--- src/rtl/rs_issue_queue_if.sv ---
// Dispatch, CDB snoop and issue channels of the reservation-station issue queue.
// master = dispatch/CDB/execution side, slave = the queue itself.
interface rs_issue_queue_if #(
  parameter int unsigned NUM_RS_ENTRIES = 8,
  parameter int unsigned PHY_WIDTH      = 6,
  parameter int unsigned ROB_WIDTH      = 5,
  parameter int unsigned UOP_WIDTH      = 32
);
  localparam int unsigned CntW = $clog2(NUM_RS_ENTRIES + 1);

  logic                 dispatch_valid;
  logic                 dispatch_ready;
  logic [UOP_WIDTH-1:0] dispatch_uop;
  logic [ROB_WIDTH-1:0] dispatch_rob_idx;
  logic [PHY_WIDTH-1:0] dispatch_prd;
  logic [PHY_WIDTH-1:0] dispatch_prs1;
  logic [PHY_WIDTH-1:0] dispatch_prs2;
  logic                 dispatch_rs1_rdy;
  logic                 dispatch_rs2_rdy;

  logic                 cdb_valid;
  logic [PHY_WIDTH-1:0] cdb_tag;

  logic                 issue_valid;
  logic                 issue_ready;
  logic [UOP_WIDTH-1:0] issue_uop;
  logic [ROB_WIDTH-1:0] issue_rob_idx;
  logic [PHY_WIDTH-1:0] issue_prd;
  logic [PHY_WIDTH-1:0] issue_prs1;
  logic [PHY_WIDTH-1:0] issue_prs2;

  logic [CntW-1:0]      count;

  modport master (
    output dispatch_valid, dispatch_uop, dispatch_rob_idx, dispatch_prd,
           dispatch_prs1, dispatch_prs2, dispatch_rs1_rdy, dispatch_rs2_rdy,
           cdb_valid, cdb_tag, issue_ready,
    input  dispatch_ready, issue_valid, issue_uop, issue_rob_idx, issue_prd,
           issue_prs1, issue_prs2, count
  );

  modport slave (
    input  dispatch_valid, dispatch_uop, dispatch_rob_idx, dispatch_prd,
           dispatch_prs1, dispatch_prs2, dispatch_rs1_rdy, dispatch_rs2_rdy,
           cdb_valid, cdb_tag, issue_ready,
    output dispatch_ready, issue_valid, issue_uop, issue_rob_idx, issue_prd,
           issue_prs1, issue_prs2, count
  );
endinterface

--- src/rtl/rs_issue_queue.sv ---
// Collapsing reservation-station issue queue: age-ordered storage, CDB wakeup,
// oldest-ready select with valid/ready issue handshake.
module rs_issue_queue #(
  parameter int unsigned NUM_RS_ENTRIES = 8,
  parameter int unsigned PHY_WIDTH      = 6,
  parameter int unsigned ROB_WIDTH      = 5,
  parameter int unsigned UOP_WIDTH      = 32
) (
  input  logic            i_clk,
  input  logic            i_rst,
  input  logic            i_flush,
  rs_issue_queue_if.slave io_q
);
  localparam int unsigned CntW = $clog2(NUM_RS_ENTRIES + 1);
  localparam int unsigned IdxW = $clog2(NUM_RS_ENTRIES);

  typedef struct packed {
    logic [UOP_WIDTH-1:0] uop;
    logic [ROB_WIDTH-1:0] rob_idx;
    logic [PHY_WIDTH-1:0] prd;
    logic [PHY_WIDTH-1:0] prs1;
    logic [PHY_WIDTH-1:0] prs2;
    logic                 rs1_rdy;
    logic                 rs2_rdy;
  } entry_t;

  entry_t          r_ent     [NUM_RS_ENTRIES];
  entry_t          w_ent_nxt [NUM_RS_ENTRIES];
  entry_t          w_new;
  entry_t          w_out;
  entry_t          r_hold;
  logic [CntW-1:0] r_count;
  logic [CntW-1:0] w_count_nxt;
  logic [CntW-1:0] w_wr_idx;
  logic            r_disp_rdy;
  logic            w_disp_fire;
  logic            w_iss_fire;
  logic            w_issue_valid;
  logic [IdxW-1:0] w_sel_idx;

  // Tag 0 is the hardwired-ready register; otherwise a matching CDB broadcast wakes the source.
  function automatic logic src_ready(input logic                 rdy,
                                     input logic [PHY_WIDTH-1:0] tag,
                                     input logic                 cdb_v,
                                     input logic [PHY_WIDTH-1:0] cdb_t);
    return rdy || (tag == '0) || (cdb_v && (cdb_t == tag));
  endfunction

  // Oldest-ready select: scan from the top so the lowest index wins.
  always_comb begin
    w_issue_valid = 1'b0;
    w_sel_idx     = '0;
    for (int i = NUM_RS_ENTRIES - 1; i >= 0; i--) begin
      if ((CntW'(i) < r_count) && r_ent[i].rs1_rdy && r_ent[i].rs2_rdy) begin
        w_issue_valid = 1'b1;
        w_sel_idx     = IdxW'(i);
      end
    end
  end

  assign w_out       = w_issue_valid ? r_ent[w_sel_idx] : r_hold;
  assign w_disp_fire = io_q.dispatch_valid && r_disp_rdy;
  assign w_iss_fire  = w_issue_valid && io_q.issue_ready;
  assign w_wr_idx    = r_count - CntW'(w_iss_fire);
  assign w_count_nxt = r_count + CntW'(w_disp_fire) - CntW'(w_iss_fire);

  always_comb begin
    w_new.uop     = io_q.dispatch_uop;
    w_new.rob_idx = io_q.dispatch_rob_idx;
    w_new.prd     = io_q.dispatch_prd;
    w_new.prs1    = io_q.dispatch_prs1;
    w_new.prs2    = io_q.dispatch_prs2;
    w_new.rs1_rdy = src_ready(io_q.dispatch_rs1_rdy, io_q.dispatch_prs1,
                              io_q.cdb_valid, io_q.cdb_tag);
    w_new.rs2_rdy = src_ready(io_q.dispatch_rs2_rdy, io_q.dispatch_prs2,
                              io_q.cdb_valid, io_q.cdb_tag);
  end

  // Collapse above the issued slot, apply wakeup, then drop in the dispatched entry.
  always_comb begin
    for (int i = 0; i < NUM_RS_ENTRIES; i++) begin
      if (w_iss_fire && (IdxW'(i) >= w_sel_idx) && (i < NUM_RS_ENTRIES - 1)) begin
        w_ent_nxt[i] = r_ent[(i + 1) % NUM_RS_ENTRIES];
      end else begin
        w_ent_nxt[i] = r_ent[i];
      end
      w_ent_nxt[i].rs1_rdy = src_ready(w_ent_nxt[i].rs1_rdy, w_ent_nxt[i].prs1,
                                       io_q.cdb_valid, io_q.cdb_tag);
      w_ent_nxt[i].rs2_rdy = src_ready(w_ent_nxt[i].rs2_rdy, w_ent_nxt[i].prs2,
                                       io_q.cdb_valid, io_q.cdb_tag);
      if (w_disp_fire && (CntW'(i) == w_wr_idx)) begin
        w_ent_nxt[i] = w_new;
      end
    end
  end

  always_ff @(posedge i_clk) begin
    if (i_rst) begin
      r_count    <= '0;
      r_disp_rdy <= 1'b1;
      r_hold     <= '0;
      r_ent      <= '{default: '0};
    end else if (i_flush) begin
      r_count    <= '0;
      r_disp_rdy <= 1'b1;
      r_hold     <= w_out;
    end else begin
      r_count    <= w_count_nxt;
      r_disp_rdy <= (w_count_nxt < CntW'(NUM_RS_ENTRIES));
      r_hold     <= w_out;
      r_ent      <= w_ent_nxt;
    end
  end

  assign io_q.dispatch_ready = r_disp_rdy;
  assign io_q.count          = r_count;
  assign io_q.issue_valid    = w_issue_valid;
  assign io_q.issue_uop      = w_out.uop;
  assign io_q.issue_rob_idx  = w_out.rob_idx;
  assign io_q.issue_prd      = w_out.prd;
  assign io_q.issue_prs1     = w_out.prs1;
  assign io_q.issue_prs2     = w_out.prs2;
endmodule

--- src/flat_wrapper.sv ---
// flat-port wrapper written by rule: the top's interface ports become plain ports
module rs_issue_queue_flat 
#(
  parameter int unsigned NUM_RS_ENTRIES = 8,
  parameter int unsigned PHY_WIDTH      = 6,
  parameter int unsigned ROB_WIDTH      = 5,
  parameter int unsigned UOP_WIDTH      = 32
)
  (i_clk, i_rst, i_flush, io_q_dispatch_valid, io_q_dispatch_uop, io_q_dispatch_rob_idx, io_q_dispatch_prd, io_q_dispatch_prs1, io_q_dispatch_prs2, io_q_dispatch_rs1_rdy, io_q_dispatch_rs2_rdy, io_q_cdb_valid, io_q_cdb_tag, io_q_issue_ready, io_q_dispatch_ready, io_q_issue_valid, io_q_issue_uop, io_q_issue_rob_idx, io_q_issue_prd, io_q_issue_prs1, io_q_issue_prs2, io_q_count);
  rs_issue_queue_if #(.NUM_RS_ENTRIES(NUM_RS_ENTRIES), .PHY_WIDTH(PHY_WIDTH), .ROB_WIDTH(ROB_WIDTH), .UOP_WIDTH(UOP_WIDTH)) io_q_i ();
  input  logic i_clk;
  input  logic i_rst;
  input  logic i_flush;
  input wire logic [$bits(io_q_i.dispatch_valid)-1:0] io_q_dispatch_valid;
  input wire logic [$bits(io_q_i.dispatch_uop)-1:0] io_q_dispatch_uop;
  input wire logic [$bits(io_q_i.dispatch_rob_idx)-1:0] io_q_dispatch_rob_idx;
  input wire logic [$bits(io_q_i.dispatch_prd)-1:0] io_q_dispatch_prd;
  input wire logic [$bits(io_q_i.dispatch_prs1)-1:0] io_q_dispatch_prs1;
  input wire logic [$bits(io_q_i.dispatch_prs2)-1:0] io_q_dispatch_prs2;
  input wire logic [$bits(io_q_i.dispatch_rs1_rdy)-1:0] io_q_dispatch_rs1_rdy;
  input wire logic [$bits(io_q_i.dispatch_rs2_rdy)-1:0] io_q_dispatch_rs2_rdy;
  input wire logic [$bits(io_q_i.cdb_valid)-1:0] io_q_cdb_valid;
  input wire logic [$bits(io_q_i.cdb_tag)-1:0] io_q_cdb_tag;
  input wire logic [$bits(io_q_i.issue_ready)-1:0] io_q_issue_ready;
  output wire logic [$bits(io_q_i.dispatch_ready)-1:0] io_q_dispatch_ready;
  output wire logic [$bits(io_q_i.issue_valid)-1:0] io_q_issue_valid;
  output wire logic [$bits(io_q_i.issue_uop)-1:0] io_q_issue_uop;
  output wire logic [$bits(io_q_i.issue_rob_idx)-1:0] io_q_issue_rob_idx;
  output wire logic [$bits(io_q_i.issue_prd)-1:0] io_q_issue_prd;
  output wire logic [$bits(io_q_i.issue_prs1)-1:0] io_q_issue_prs1;
  output wire logic [$bits(io_q_i.issue_prs2)-1:0] io_q_issue_prs2;
  output wire logic [$bits(io_q_i.count)-1:0] io_q_count;
  assign io_q_i.dispatch_valid = io_q_dispatch_valid;
  assign io_q_i.dispatch_uop = io_q_dispatch_uop;
  assign io_q_i.dispatch_rob_idx = io_q_dispatch_rob_idx;
  assign io_q_i.dispatch_prd = io_q_dispatch_prd;
  assign io_q_i.dispatch_prs1 = io_q_dispatch_prs1;
  assign io_q_i.dispatch_prs2 = io_q_dispatch_prs2;
  assign io_q_i.dispatch_rs1_rdy = io_q_dispatch_rs1_rdy;
  assign io_q_i.dispatch_rs2_rdy = io_q_dispatch_rs2_rdy;
  assign io_q_i.cdb_valid = io_q_cdb_valid;
  assign io_q_i.cdb_tag = io_q_cdb_tag;
  assign io_q_i.issue_ready = io_q_issue_ready;
  assign io_q_dispatch_ready = io_q_i.dispatch_ready;
  assign io_q_issue_valid = io_q_i.issue_valid;
  assign io_q_issue_uop = io_q_i.issue_uop;
  assign io_q_issue_rob_idx = io_q_i.issue_rob_idx;
  assign io_q_issue_prd = io_q_i.issue_prd;
  assign io_q_issue_prs1 = io_q_i.issue_prs1;
  assign io_q_issue_prs2 = io_q_i.issue_prs2;
  assign io_q_count = io_q_i.count;
  rs_issue_queue #(.NUM_RS_ENTRIES(NUM_RS_ENTRIES), .PHY_WIDTH(PHY_WIDTH), .ROB_WIDTH(ROB_WIDTH), .UOP_WIDTH(UOP_WIDTH)) u_core (.i_clk(i_clk), .i_rst(i_rst), .i_flush(i_flush), .io_q(io_q_i));
endmodule
--- config.mk ---
export PLATFORM = sky130hd
export DESIGN_NAME = rs_issue_queue_flat
export DESIGN_NICKNAME = d
export VERILOG_FILES = /design/src/rtl/rs_issue_queue_if.sv /design/src/rtl/rs_issue_queue.sv /design/src/flat_wrapper.sv
export SDC_FILE = /design/constraint.sdc
export NUM_CORES = 2
export LEC_CHECK = 0
export BUFFER_PORTS_ARGS = -buffer_cell sky130_fd_sc_hd__clkbuf_2
export CORE_MARGIN = 2
export CORE_UTILIZATION = 30
export CTS_BUF_LIST = sky130_fd_sc_hd__clkbuf_8
export CTS_CLUSTER_SIZE = 24
export DETAILED_ROUTE_END_ITERATION = 6
export SLEW_MARGIN = 20
export SYNTH_ARGS = -nofsm -noshare
export SYNTH_HDL_FRONTEND = slang
export SYNTH_SLANG_ARGS = --single-unit
--- constraint.sdc ---
create_clock -name i_clk -period 6.2 [get_ports i_clk]
set_input_delay 0.31 -clock i_clk [delete_from_list [all_inputs] [get_ports i_clk]]
set_output_delay 0.31 -clock i_clk [all_outputs]
set_load 0.03 [all_outputs]
==> flow_summary.toml <==
[logic_synthesis]
synth_compound_area_share_pct = 25.1
synth_area_leaders = "dfxtp_1, nor2_1, nand2_1"
muxShareOfSynthArea_pct = 5.60
async_flop_share_pct = 0
synth_cells = 3825
synthAdderAreaFrac_pct = 0.513
seq_area_frac_synth_pct = 36.5
synth_ff_type = "dfxtp_1"
syn-num-nets = 3905
yosys.area_share.simple_pct = 22.6
synth_top_family_by_area = "compound AO/OA/AOI/OAI gates"
synth.distinct_cells = 78
netlist_area_sq_um = 28300
avgSynthCellArea_sq_um = 7.39
yosysTopAreaCell = "dfxtp_1"
synth-edff-count = 0
yosysMostFrequentCell = "nor2_1"
synth_xor_area_share_pct = 3.13
ys_warn_count = 0
ys_seq_elements = 516
synth_top_area_share_pct = 36.5
yosys-top-cells-count = "nor2_1, dfxtp_1, nand2_1"

[cts]
clockRootBuffer = "clkbuf_8"
cts_resized = 0
clkTransAtPathRegs_ps = 60
clk_path_buf_depth = 3
h-tree-depth = 3
numCtsBuffers = 96
cts_sinks = 516
clk_latency_ps = 720
hold_buffers = 43
postCtsSetupBuffers = 0
cts_tree = "yes"

[floorplanning]
die_h_um = 311
rows = 112
initial_core_util_pct = 30.3
io-pin-count = 130
fp.dieW_um = 311
dieArea_sq_um = 96700
coreArea_sq_um = 93300

[detailed_routing]
viasPerCell = 5.84
drtAntennaViolNets = 0
vias = 29600
routed_wirelength_mm = 116
drc_errors = 20
drtPass1Iterations = 7
drt_iter0_drc = 4352
routedWlPerCell_um = 23.0

[grt]
gr-total-overflow = 0
grt_pass1_vias = 27500
grt_max_degree = 191
grt_pass1_wl_mm = 176
antenna_found_initial = 6
grt_use_total_pct = 23.0

[finish]
multiInputGateArea_sq_um = 16300
final_nets = 3821
areaGrowthSynthToFinish_pct = 13.4
utilization_pct = 34.4
drive_gt1_share_pct = 11.4
seqCellArea_sq_um = 10300
fill_cells = 9899
post-route-cell-area_sq_um = 32100

[timing]
finalSetupTns_ps = 0
max_freq_ghz = 0.191
rsz0062_at_grt = "no"
fin_crit_sh_pct = 84.6
max_slew.worst_pin.slew_ps = 1120
maxSlewHeadroom_pct = 25.6
fin_worst_skew_ps = 37.7
finalSetupViolCount = 0
drv_slew = 0
hold_viol_final = 0
post-route-min-period_ps = 5250
holdWs_ps = 67.3

[worst_hold_path]
hold_depth = 3
timing.hold.worst.start = "io_q_dispatch_prs1[5]"
min_path_type = "input pin to flip-flop"
hold_end = "u_core.r_ent[13]$_SDFFE_PP0P_"

[setup_path]
cp-start-kind = "flip-flop"
cp.required_ps = 5890
end_kind = "output pin"
r2r_slack_ps = 1220
reg2reg_depth = 15
cp_max_fo = 63
r2r_end = "u_core.r_ent[153]$_SDFFE_PP0P_"
arrival_ps = 4940
setup.worst_path.class = "flip-flop to output pin"
reg2reg_from = "u_core.io_q.count[2]$_SDFF_PP0_"

[run_status]
status = "finished with violations"
violations = "design-rule violations"

[power_and_ir_drop]
max-vdd-ir-drop_uv = 155
leakagePower_uw = 0.0115
power_density_nw_per_um2 = 289

[place]
placed_area_sq_um = 29600
portBuffers = 129
dp_hpwl_mm = 66.4
place_congestion = 0.927

[run]
maxCapViolCount = 0
[power breakdown]
group	leakage (uW)	switching [uW]	internal, uW
combinational	0.00615	1340	677
sequential	0.00418	228	3550
clock	0.00113	1530	1930
[worst max-delay path, cell delays in order (launching register included)]
cell	delay, ps
dfxtp_1	430
inv_1	130
ha_1	320
nand3b_1	250
o2bb2ai_2	480
nor3b_2	330
buf_4	700
a22o_1	260
a2111oi_0	60
a211oi_1	860
a21o_1	170
clkbuf_2	210
[cell type report]
class	instances	share of cell area, %
Sequential cell	516	32.2
Tap cell	1254	4.89
Clock buffer	122	5.24
Antenna cell	3	0.0234
Inverter	34	0.406
Timing Repair Buffer	240	5.41
Multi-Input combinational cell	2853	50.8
Clock inverter	44	0.964
[flip-flops by register name (all words and copies together) (netlist names)]
signal                      count
u_core.io_q.count               4
u_core.io_q.dispatch_ready      1
u_core.r_ent                  456
u_core.r_hold                  55
[kinds of logic after synthesis]
family	after synthesis
XOR/XNOR	101
adder cells (fa/ha/maj)	11
buffers and inverters	456
AO/OA/AOI/OAI	1069
flip-flops	516
AND/OR/NAND/NOR	1521
multiplexers	151
[worst max-delay path by stage]
stage / endpoint / slack (ps) / depth (start not counted) / startpoint
global placement: u_core.r_ent[141]$_SDFFE_PP0P_ / 1450 / 15 / u_core.io_q.count[2]$_SDFF_PP0_
CTS: io_q_issue_prs1[4] / 1090 / 11 / u_core.io_q.count[2]$_SDFF_PP0_
floorplan: u_core.r_ent[359]$_SDFFE_PP0P_ / 1580 / 19 / u_core.io_q.count[2]$_SDFF_PP0_
finish: io_q_issue_prs1[0] / 950 / 11 / u_core.io_q.count[2]$_SDFF_PP0_
detailed placement: u_core.r_ent[154]$_SDFFE_PP0P_ / 1330 / 15 / u_core.io_q.count[2]$_SDFF_PP0_
global route: io_q_issue_prs1[4] / 820 / 11 / u_core.io_q.count[2]$_SDFF_PP0_
[cells in the final DEF, fill, tap and decap left out, types with 10 or more instances in the layout]
cell type / count
nor2_1: 801
a221oi_1: 16
clkbuf_2: 127
clkbuf_8: 122
mux2i_1: 97
a2111oi_0: 10
nor3_1: 175
o21ai_1: 38
or4_1: 12
nor4_1: 18
and2_1: 64
nand3_1: 20
a222oi_1: 99
buf_4: 58
mux2_2: 52
o21ai_0: 221
a311oi_1: 86
nand4_1: 16
nand2_1: 369
o22ai_1: 197
ha_1: 10
dfxtp_1: 516
a22o_1: 18
a211oi_1: 85
inv_1: 62
xor2_1: 36
xnor2_1: 65
a21oi_1: 215
dlygate4sd3_1: 43
[metal layers]
layer / track usage, % / vias up / part of all wire, %
li1: - / 13500 / -
met1: 30.9 / 14000 / 42
met2: 36.0 / 1748 / 44
met3: 4.47 / 330 / 10
met4: 9.83 / 4 / 3.7
met5: 0 / - / 0.022
[per-stage QoR]
step	total power (uW)	cells	setup WS [ps]
after global placement	5760	4853	1450
after floorplan	5120	3825	1580
after global routing	9630	5066	821
final	9250	5066	954
after CTS	9240	5062	1090
after detailed placement	5780	4853	1330
Note: power is estimated with default switching activity, not from simulation.
